<file path="config.mk">
export PLATFORM = sky130hd
export DESIGN_NAME = cctl_spi_master
export DESIGN_NICKNAME = d
export VERILOG_FILES = /design/src/rtl/cctl_spi_master.sv
export SDC_FILE = /design/constraint.sdc
export NUM_CORES = 1
export LEC_CHECK = 0
export ABC_AREA = 1
export ABC_CLOCK_PERIOD_IN_PS = 1700
export BUFFER_PORTS_ARGS = -buffer_cell sky130_fd_sc_hd__clkbuf_2
export CAP_MARGIN = 25
export CORE_ASPECT_RATIO = 0.7
export CORE_MARGIN = 8
export CORE_UTILIZATION = 38
export DETAILED_ROUTE_END_ITERATION = 8
export GPL_ROUTABILITY_DRIVEN = 0
export GPL_TIMING_DRIVEN = 1
export PLACE_DENSITY = 0.62
export SYNTH_ARGS = -nofsm -noshare
export SYNTH_HDL_FRONTEND = slang
export SYNTH_SLANG_ARGS = --single-unit
</file>
<file path="constraint.sdc">
create_clock -name phi2 -period 1.7 [get_ports phi2]
set_clock_uncertainty 0.15 [all_clocks]
set_input_delay 0.51 -clock phi2 [delete_from_list [all_inputs] [get_ports phi2]]
set_output_delay 0.51 -clock phi2 [all_outputs]
set_load 0.1 [all_outputs]
</file>
<file path="src/rtl/cctl_spi_master.sv">
// cctl_spi_master: byte-wide mode-0 SPI master behind the CCTL register window.
// One DATA write shifts a byte out on mosi while capturing miso, MSB first.
module cctl_spi_master #(
   parameter int DIV_W = 8,
   parameter logic [DIV_W-1:0] DIV_RESET = DIV_W'(3)
) (
   input  logic       phi2,
   input  logic       reset_n,
   input  logic       sel,
   input  logic [2:0] reg_a,
   input  logic       r_w,
   input  logic [7:0] din,
   output logic [7:0] dout,
   output logic       sck,
   output logic       mosi,
   input  logic       miso,
   output logic       cs_n,
   output logic       busy
);
   typedef enum logic [1:0] {IDLE, LOW, HIGH} state_t;
   state_t state_q, state_d;
   logic sck_q, sck_d, mosi_q, mosi_d, cs_q, cs_d, done_q, done_d, ovr_q, ovr_d, rxbit_q, rxbit_d;
   logic [7:0] shreg_q, shreg_d, rxbuf_q, rxbuf_d;
   logic [DIV_W-1:0] div_q, div_d, divcnt_q, divcnt_d;
   logic [2:0] bitcnt_q, bitcnt_d;
   logic wr, rd_data, term;
   assign wr      = sel & ~r_w;
   assign rd_data = sel & r_w & (reg_a == 3'd0);
   assign busy    = state_q != IDLE;
   assign term    = divcnt_q >= div_q;
   assign sck     = sck_q;
   assign mosi    = mosi_q;
   assign cs_n    = ~cs_q;
   assign dout    = reg_a == 3'd0 ? rxbuf_q :
                    reg_a == 3'd1 ? {busy, done_q, ovr_q, 4'b0000, cs_q} :
                    reg_a == 3'd2 ? 8'(div_q) : 8'h00;
   always_comb begin
      state_d  = state_q;
      sck_d    = sck_q;
      mosi_d   = mosi_q;
      cs_d     = cs_q;
      done_d   = done_q;
      ovr_d    = ovr_q;
      rxbit_d  = rxbit_q;
      shreg_d  = shreg_q;
      rxbuf_d  = rxbuf_q;
      div_d    = div_q;
      divcnt_d = divcnt_q;
      bitcnt_d = bitcnt_q;
      if (rd_data) done_d = 1'b0;
      if (wr && reg_a == 3'd0 && busy) ovr_d = 1'b1;
      if (wr && reg_a == 3'd1) begin
         cs_d = din[0];
         if (din[7]) ovr_d = 1'b0;
      end
      if (wr && reg_a == 3'd2) begin
         if (busy) ovr_d = 1'b1;
         else div_d = DIV_W'(din);
      end
      // FSM assignments come last so a completing frame's done set wins over a DATA read
      case (state_q)
         IDLE: if (wr && reg_a == 3'd0) begin
            shreg_d  = din;
            mosi_d   = din[7];
            divcnt_d = '0;
            bitcnt_d = 3'd0;
            done_d   = 1'b0;
            state_d  = LOW;
         end
         LOW: if (term) begin
            divcnt_d = '0;
            sck_d    = 1'b1;
            rxbit_d  = miso;
            state_d  = HIGH;
         end else divcnt_d = divcnt_q + 1'b1;
         HIGH: if (term) begin
            divcnt_d = '0;
            sck_d    = 1'b0;
            shreg_d  = {shreg_q[6:0], rxbit_q};
            if (bitcnt_q == 3'd7) begin
               rxbuf_d = {shreg_q[6:0], rxbit_q};
               done_d  = 1'b1;
               state_d = IDLE;
            end else begin
               bitcnt_d = bitcnt_q + 3'd1;
               mosi_d   = shreg_q[6];
               state_d  = LOW;
            end
         end else divcnt_d = divcnt_q + 1'b1;
         default: state_d = IDLE;
      endcase
   end
   always_ff @(posedge phi2 or negedge reset_n) begin
      if (!reset_n) begin
         state_q  <= IDLE;
         sck_q    <= 1'b0;
         mosi_q   <= 1'b0;
         cs_q     <= 1'b0;
         done_q   <= 1'b0;
         ovr_q    <= 1'b0;
         rxbit_q  <= 1'b0;
         shreg_q  <= 8'h00;
         rxbuf_q  <= 8'h00;
         div_q    <= DIV_RESET;
         divcnt_q <= '0;
         bitcnt_q <= 3'd0;
      end else begin
         state_q  <= state_d;
         sck_q    <= sck_d;
         mosi_q   <= mosi_d;
         cs_q     <= cs_d;
         done_q   <= done_d;
         ovr_q    <= ovr_d;
         rxbit_q  <= rxbit_d;
         shreg_q  <= shreg_d;
         rxbuf_q  <= rxbuf_d;
         div_q    <= div_d;
         divcnt_q <= divcnt_d;
         bitcnt_q <= bitcnt_d;
      end
   end
endmodule

</file>
* Word-level counts from Yosys, hierarchy flattened
Index checks and enable logic that the tools add are counted.
Word-level totals: bits in registers 42, output and inout port bits 12, word-level logic and storage cells 84
Cells by class: add/sub/neg operators 2, magnitude comparators 1, eq/ne operators 9, mux-type cells 35, bitwise operators 6, reductions and logical operators 19
Operators with widths (count):
- $mux W8 | 5
- $pmux W8 S2 | 1
- $mux W1 | 15
- $mux W7 | 2
- $pmux W7 S2 | 1
- $reduce_and A3 Y1 | 4
- $mux W3 | 3
- $add A8 B1 Y8 const B | 1
- $ge A8 B8 Y1 | 1
- $ne A2 B2 Y1 const B | 4
- $reduce_bool A2 Y1 | 4
- $mux W2 | 3
- $pmux W1 S2 | 3
- $pmux W2 S3 | 1
- $pmux W3 S2 | 1
- $reduce_and A2 Y1 | 3
- $logic_and A1 B1 Y1 | 4
- $reduce_and A4 Y1 | 1
- $add A3 B1 Y3 const B | 1
- $and A1 B1 Y1 | 3
- $eq A3 B1 Y1 const B | 1
- $eq A3 B2 Y1 const B | 1
- $eq A3 B3 Y1 const B | 1
- $logic_not A3 Y1 | 1
- 5 further kinds | 7

* Logic depth before layout (Yosys ltp)
Gate-level depths: netlist of the first run.
word-level depth 9, mapped depth 13, mapped depth without buffers 13

* Worst setup path before layout of the first run
No wires, ideal clock.
kind input-to-output, start point input reg_a[2], end point output dout[1], arrival 2.848 ns, data required time 1.040 ns, path slack -1.808 ns, stages 3, buffers on the path 0, path through nor2_2 > nand2_2 > o21ai_0
Between the ends: cells in the longest elaborated chain, start to end 4
RTL lines:
- from (decl) | line 10 | input logic [2:0] reg_a,
- $eq A3 B2 Y1 | line 36 | reg_a == 3'd2 ? 8'(div_q) : 8'h00;
- $mux W8 | line 36
- $mux W8 | line 35 | reg_a == 3'd1 ? {busy, done_q, ovr_q, 4'b0000, cs_q} :
- $mux W8 (*) | line 34 | assign dout = reg_a == 3'd0 ? rxbuf_q :
- to (decl) | line 13 | output logic [7:0] dout,
Mark *: on every way between the ends. The rest lies on a longest branch, timed or not.

* Worst setup path in the final report of the first run
start point input reg_a[2], end point output dout[6]
Same word-level chain as after synthesis.

==> results of run 1 <==
==> cell usage after synthesis (2+ instances only) <==
cell / instances / area (sq um)
nand2_2: 6 / 37.5
o211ai_1: 3 / 22.5
nor2_1: 15 / 56.3
inv_2: 2 / 7.51
buf_6: 2 / 22.5
buf_4: 3 / 22.5
nand2_4: 2 / 22.5
nor2_4: 2 / 22.5
buf_2: 2 / 10.0
dfstp_2: 2 / 52.6
nand2_1: 100 / 375
inv_1: 38 / 143
nor2_2: 2 / 12.5
o21ai_2: 8 / 70.1
o21ai_0: 22 / 110
nand3_1: 28 / 140
nand4_1: 13 / 81.3
o221ai_1: 2 / 17.5
nand3_2: 2 / 20.0
a21oi_1: 3 / 15.0
xor2_1: 2 / 17.5
dfrtp_1: 40 / 1000
ha_1: 16 / 200
==> worst max-delay path, cell delays in order <==
cell and delay [ns]:
buf_4 0.13, nor2_4 0.11, nand2_4 0.12, o211ai_1 0.32
clkbuf_16 0.27
==> power groups by stage <==
stage	registers (mW)	clock network [mW]	logic, mW
6_report	1.52	1.00	4.72
5_1_grt	1.56	1.05	5.09
4_1_cts	1.50	1.01	4.36
3_5_place_dp	1.51	0	3.80
3_3_place_gp	1.50	0	3.72
2_1_floorplan	1.62	0	2.11
==> worst min path at each step <==
| stage | cells after the start | endpoint | start | slack [ns] |
|---|---|---|---|---|
| 4_1_cts | 2 | divcnt_q[3] | reset_n | 0.03 |
| 5_1_grt | 2 | cs_q | reset_n | 0.04 |
| 2_1_floorplan | 0 | bitcnt_q[0] | reset_n | 0.06 |
| 6_report | 2 | cs_q | reset_n | 0.03 |
| 3_3_place_gp | 2 | cs_q | cs_q | 0.32 |
| 3_5_place_dp | 2 | cs_q | cs_q | 0.32 |
==> repair_timing <==
item	CTS	global route
resized for setup	38	40
pin swaps	33	28
setup buffers	10	2
endpoints found under the setup margin	41	41
gates cloned	3	0
==> per-stage QoR <==
stage	total power, mW	TNS, ns	worst slack, ns	util, %	cells
2_1_floorplan	3.73	-5.94	-1.29	-	325
4_1_cts	6.87	-9.64	-0.375	59.6	510
3_5_place_dp	5.32	-11.53	-0.392	53.5	490
6_report	7.24	-10.32	-0.425	61.9	512
3_3_place_gp	5.23	-10.61	-0.379	53.5	490
5_1_grt	7.71	-13.40	-0.447	61.9	512
==> final cells by class <==
type	instances	area, sq um	area share, %
Clock buffer	6	82.6	2.01
Clock inverter	2	60.1	1.46
Inverter	42	179	4.36
Multi-Input combinational cell	236	1660	40.5
Sequential cell	42	1050	25.6
Tap cell	94	118	2.86
Timing Repair Buffer	90	951	23.1
==> registers in the layout (all words and copies together), names as in the netlist <==
signal and flops:
shreg_q 7, sck 1, state_q 2, mosi 1, cs_q 1, bitcnt_q 3, divcnt_q 8, ovr_q 1
div_q 8, rxbit_q 1, done_q 1, rxbuf_q 8
==> kinds of logic after synthesis <==
group                      count (synthesis)
and+or+nand+nor                          172
buffers and inverters                     50
AOI/OAI and AO/OA                         43
DFF                                       42
adders and majority gates                 16
xor gates and xnor gates                   2
==> per-layer routing <==
| metal | share of wire [%] | global-route usage (%) | wire, um |
|---|---|---|---|
| met4 | 0.74 | 3.85 | 57 |
| met2 | 46 | 24.9 | 3500 |
| met1 | 46 | 22.7 | 3570 |
| met5 | 0 | 0 | 0 |
| met3 | 7.1 | 4.23 | 546 |
==> out/results.ini, run 1 <==
[run_status]
status = complete, but fails checks
violations = negative setup slack

[pwr]
pwr-share-comb_pct = 65.2
sequentialPowerShare_pct = 21.0
p_leak_nw = 2.02
switchingPower_mw = 3.31
p_int_mw = 3.93
power.density_mw_per_mm2 = 1760
p_sw_share_pct = 45.7
clkPwrFrac_pct = 13.8
ir_drop_mv = 1.17

[clock_network]
clock-sinks = 42
hold_buffers = 0
root_buffer = clkbuf_8
numCtsBuffers = 5
htreeDepth = 2
cts.path.max_buffers = 2
clk_latency_ns = 0.30
cts_tree = yes
clkTransAtPathRegs_ns = 0.08

[floorplan]
design.core.area_sq_mm = 0.00663
die_w_um = 114
num_rows = 25
die_h_um = 84.5
ioPinCount = 28
dieArea_sq_mm = 0.00962
initial_utilization_pct = 38.4

[yosys]
synth_top_family_by_area = simple AND/OR/NAND/NOR gates
synth_nets = 357
synth_edf_count = 0
synth_compound_area_share_pct = 10.7
synthArstFlopShare_pct = 100
synthSimpleGateAreaFrac_pct = 30.8
yosysWarnings = 0
synth_flop_cell = dfrtp_1
seq_area_frac_synth_pct = 41.4
synth-adder-area-share_pct = 7.86
synth.area.mux_share_pct = 0
syn_avg_cell_area_sq_um = 7.83
synthCells = 325
synth_seq_cells = 42
synth.distinct_cells = 33
netlist_area_sq_mm = 0.00255
synth_xor_area_share_pct = 0.688

[global_routing]
grt_pass1_vias = 2494
grt_max_degree = 43
gr-total-overflow = 0
antenna_found_initial = 0
grtUsageTotal_pct = 16.4
grt_pass1_wl_um = 12700

[route]
via_count = 2532
dr.pass1.iters = 4
drc_errors = 0
wirelength_um = 7680
avgViaCountPerCell = 4.95
ant_nets = 0
first_iter_violations = 147
wire_per_inst_um = 15.0

[timing]
setup_viol = 41
fin_crit_sh_pct = 125
timing.final.crit_period_ns = 2.12
holdWs_ns = 0.0291
setup_ws_ns = -0.425
max_freq_mhz = 471
worst_slew_pin_slew_ns = 0.334
drv_slew = 0
grt_setup_unrepaired = yes
hold_viol_final = 0
relSlewSlack_pct = 77.6

[layout]
final_cell_mix = 79 x nand2_1, 49 x buf_4, 40 x dfrtp_1
final_common_cell = nand2_1
syn2layout_area_growth_pct = 61.3
fillers = 564
antenna_cells = 0
fin_nets = 449
fin_area_sq_mm = 0.00411
layout-drive-gt1-share_pct = 43.3

[setup_path]
worst_r2r_startpoint = div_q[1]
crit_fanout = 6
crit_path_end = dout[6]
r2r_slack_ns = -0.29
crit_type = input pin to output port
startpoint_type = input pin
reg2reg_depth = 10
cp.required_ns = 1.04
critical_path.endpoint_type = output port
r2r-end = divcnt_q[6]
critPathArrivalTime_ns = 1.46
cp-startpoint = reg_a[2]

[placed_design]
hpwl_um = 5320
io_buffers = 27
place_area_sq_mm = 0.00355

[flow_run]
max_cap_viol_count = 0

[min_path]
min_path_type = input pin to async pin

Power figures use the tool's default switching activity.
==> run 2, diff against run 1 <==
--- a/config.mk
+++ b/config.mk
@@ -9,13 +9,16 @@
 export ABC_CLOCK_PERIOD_IN_PS = 1700
 export BUFFER_PORTS_ARGS = -buffer_cell sky130_fd_sc_hd__clkbuf_2
 export CAP_MARGIN = 25
+export CELL_PAD_IN_SITES_DETAIL_PLACEMENT = 1
+export CELL_PAD_IN_SITES_GLOBAL_PLACEMENT = 1
 export CORE_ASPECT_RATIO = 0.7
 export CORE_MARGIN = 8
 export CORE_UTILIZATION = 38
 export DETAILED_ROUTE_END_ITERATION = 8
 export GPL_ROUTABILITY_DRIVEN = 0
 export GPL_TIMING_DRIVEN = 1
-export PLACE_DENSITY = 0.62
+export MAX_ROUTING_LAYER = met4
+export PLACE_DENSITY = 0.78
 export SYNTH_ARGS = -nofsm -noshare
 export SYNTH_HDL_FRONTEND = slang
 export SYNTH_SLANG_ARGS = --single-unit
==> out/results.ini, run 2 (synthesis gave the netlist of run 1 again) <==
[min_path]
min_path_type = input pin to async pin

[floorplan]
die_h_um = 84.5
dieArea_sq_mm = 0.00962
design.core.area_sq_mm = 0.00663
num_rows = 25
die_w_um = 114
initial_utilization_pct = 38.4
ioPinCount = 28

[placed_design]
io_buffers = 27
preCtsSetupSlack_ns = -0.402
hpwl_um = 6510

[clock_network]
clkTransAtPathRegs_ns = 0.10
htreeDepth = 2
root_buffer = clkbuf_8
cts.path.max_buffers = 2
cts_tree = yes
numCtsBuffers = 5
hold_buffers = 0
clock-sinks = 42
clk_latency_ns = 0.32

[timing]
setup_ws_ns = -0.484
fin_tns_setup_ns = -15.57
worst_slew_pin_slew_ns = 0.373
hold_viol_final = 0
setup_viol = 46
grt_setup_unrepaired = yes
max_freq_mhz = 458
relSlewSlack_pct = 74.8
fin_crit_sh_pct = 128
timing.final.crit_period_ns = 2.18
drv_slew = 0

[route]
wirelength_um = 14000
dr.pass1.iters = 5
drc_errors = 0
avgViaCountPerCell = 5.84
first_iter_violations = 316
wire_per_inst_um = 26.1
ant_nets = 0
via_count = 3131

[run_status]
violations = negative setup slack
status = complete, but fails checks

[setup_path]
cp_cell_sequence = inv_2 > ha_4 > nand2_1 > nor2_1 > nand2_8 > nand3_4 > nand3_4 > nand2_1 > nand2_1
worst_path_max_delay_cell = dfrtp_1
cp.required_ns = 1.75
critical_path.endpoint_type = register
startpoint_type = register
crit_type = register to register
critPathArrivalTime_ns = 2.23
cpPeakStageDelay_ns = 0.42
crit_fanout = 7
crit_top_cell = nand2_1

[global_routing]
antenna_found_initial = 1
grtUsageTotal_pct = 24.6
gr-total-overflow = 0
grt_pass1_wl_um = 17800
grt_max_degree = 43
grt_pass1_vias = 3268

[layout]
syn2layout_area_growth_pct = 71.6
final_common_cell = nand2_1
layout-drive-gt1-share_pct = 53.1
final_cell_mix = 71 x nand2_1, 65 x buf_4, 40 x dfrtp_1
reg.largest.list = div_q x8, divcnt_q x8, rxbuf_q x8
fin_nets = 472
postLayoutCoreUtil_pct = 65.9

[pwr]
ir_drop_mv = 1.64
p_leak_nw = 2.11
power.density_mw_per_mm2 = 1950

[flow_run]
max_cap_viol_count = 0

==> run 2: cell types whose count changed in the layout (fill, tap and decap cells not counted), moves of 5 or more <==
| cell | previous run | this run |
|---|---|---|
| buf_4 | 49 | 65 |
| nand2_1 | 79 | 71 |
| buf_6 | 8 | 15 |
| nand3_2 | 6 | 13 |
| inv_2 | 5 | 11 |
| nand2_2 | 20 | 26 |
| nand3_1 | 20 | 14 |
| inv_1 | 32 | 27 |
==> run 2: worst max-delay path, delay by kind of cell (launching register included) <==
| kind | cells | cell delay (ns) |
|---|---|---|
| adders and majority gates | 1 | 0.28 |
| and+or+nand+nor | 7 | 1.13 |
| DFF | 1 | 0.42 |
| buffers and inverters | 1 | 0.09 |
==> run 2: where the power goes <==
part           total (mW)  leakage [nW]  internal [mW]  switching [mW]
sequential           1.61         0.545           1.30           0.308
clock               0.860        0.0504          0.438           0.422
combinational        6.06          1.52           2.48            3.58
total                8.53          2.11           4.22            4.31
==> run 2: cell type report <==
cell class                 instances  area (sq um)
inverter                          42           176
clock buffer                       5          68.8
timing repair buffer             113          1120
sequential                        42          1050
fill                             728          2260
tap                               94           118
clock inverter                     3          45.0
multi-input combinational        236          1780
antenna                            1          2.50
==> run 2: layer usage <==
layer  global-route usage (%)  part of all wire [%]  up-vias
met2                     40.6                    47      223
li1                         -                     -     1295
met4                     11.6                   6.5        0
met1                     27.5                    39     1531
met5                        -                     0        -
met3                     6.02                   7.3       82
==> run 2: metrics by stage <==
stage                     total power [mW]  hold WS [ns]  instances  instance area (sq um)
final                                 8.53       0.00579        536                   4370
after global placement                5.09         0.317        492                   3520
after global routing                  8.77        0.0195        536                   4370
after CTS                             6.94        0.0346        520                   4020
after detailed placement              5.26         0.319        492                   3520
after floorplan                       3.73        0.0644        325                   2710
==> run 2: path summary, 6_finish.rpt <==
path | from | endpoint | slack (ns) | cells past startpoint
setup / recovery | div_q[7] | shreg_q[4] | -0.48 | 9
hold / removal | reset_n | cs_q | 0.006 | 2
setup reg to reg | div_q[7] | shreg_q[4] | -0.48 | 9
hold reg to reg | div_q[1] | div_q[1] | 0.37 | 2
max in group asynchronous | reset_n | div_q[1] | 1.14 | 2
min in group phi2 | din[1] | div_q[1] | 0.30 | 3
==> run 2: repair_timing <==
item | 4_1_cts | 5_1_grt
gates cloned | 4 | 0
gates resized for setup | 57 | 62
pin swaps | 27 | 33
buffers inserted | 17 | 16
endpoints found under the setup margin | 41 | 42
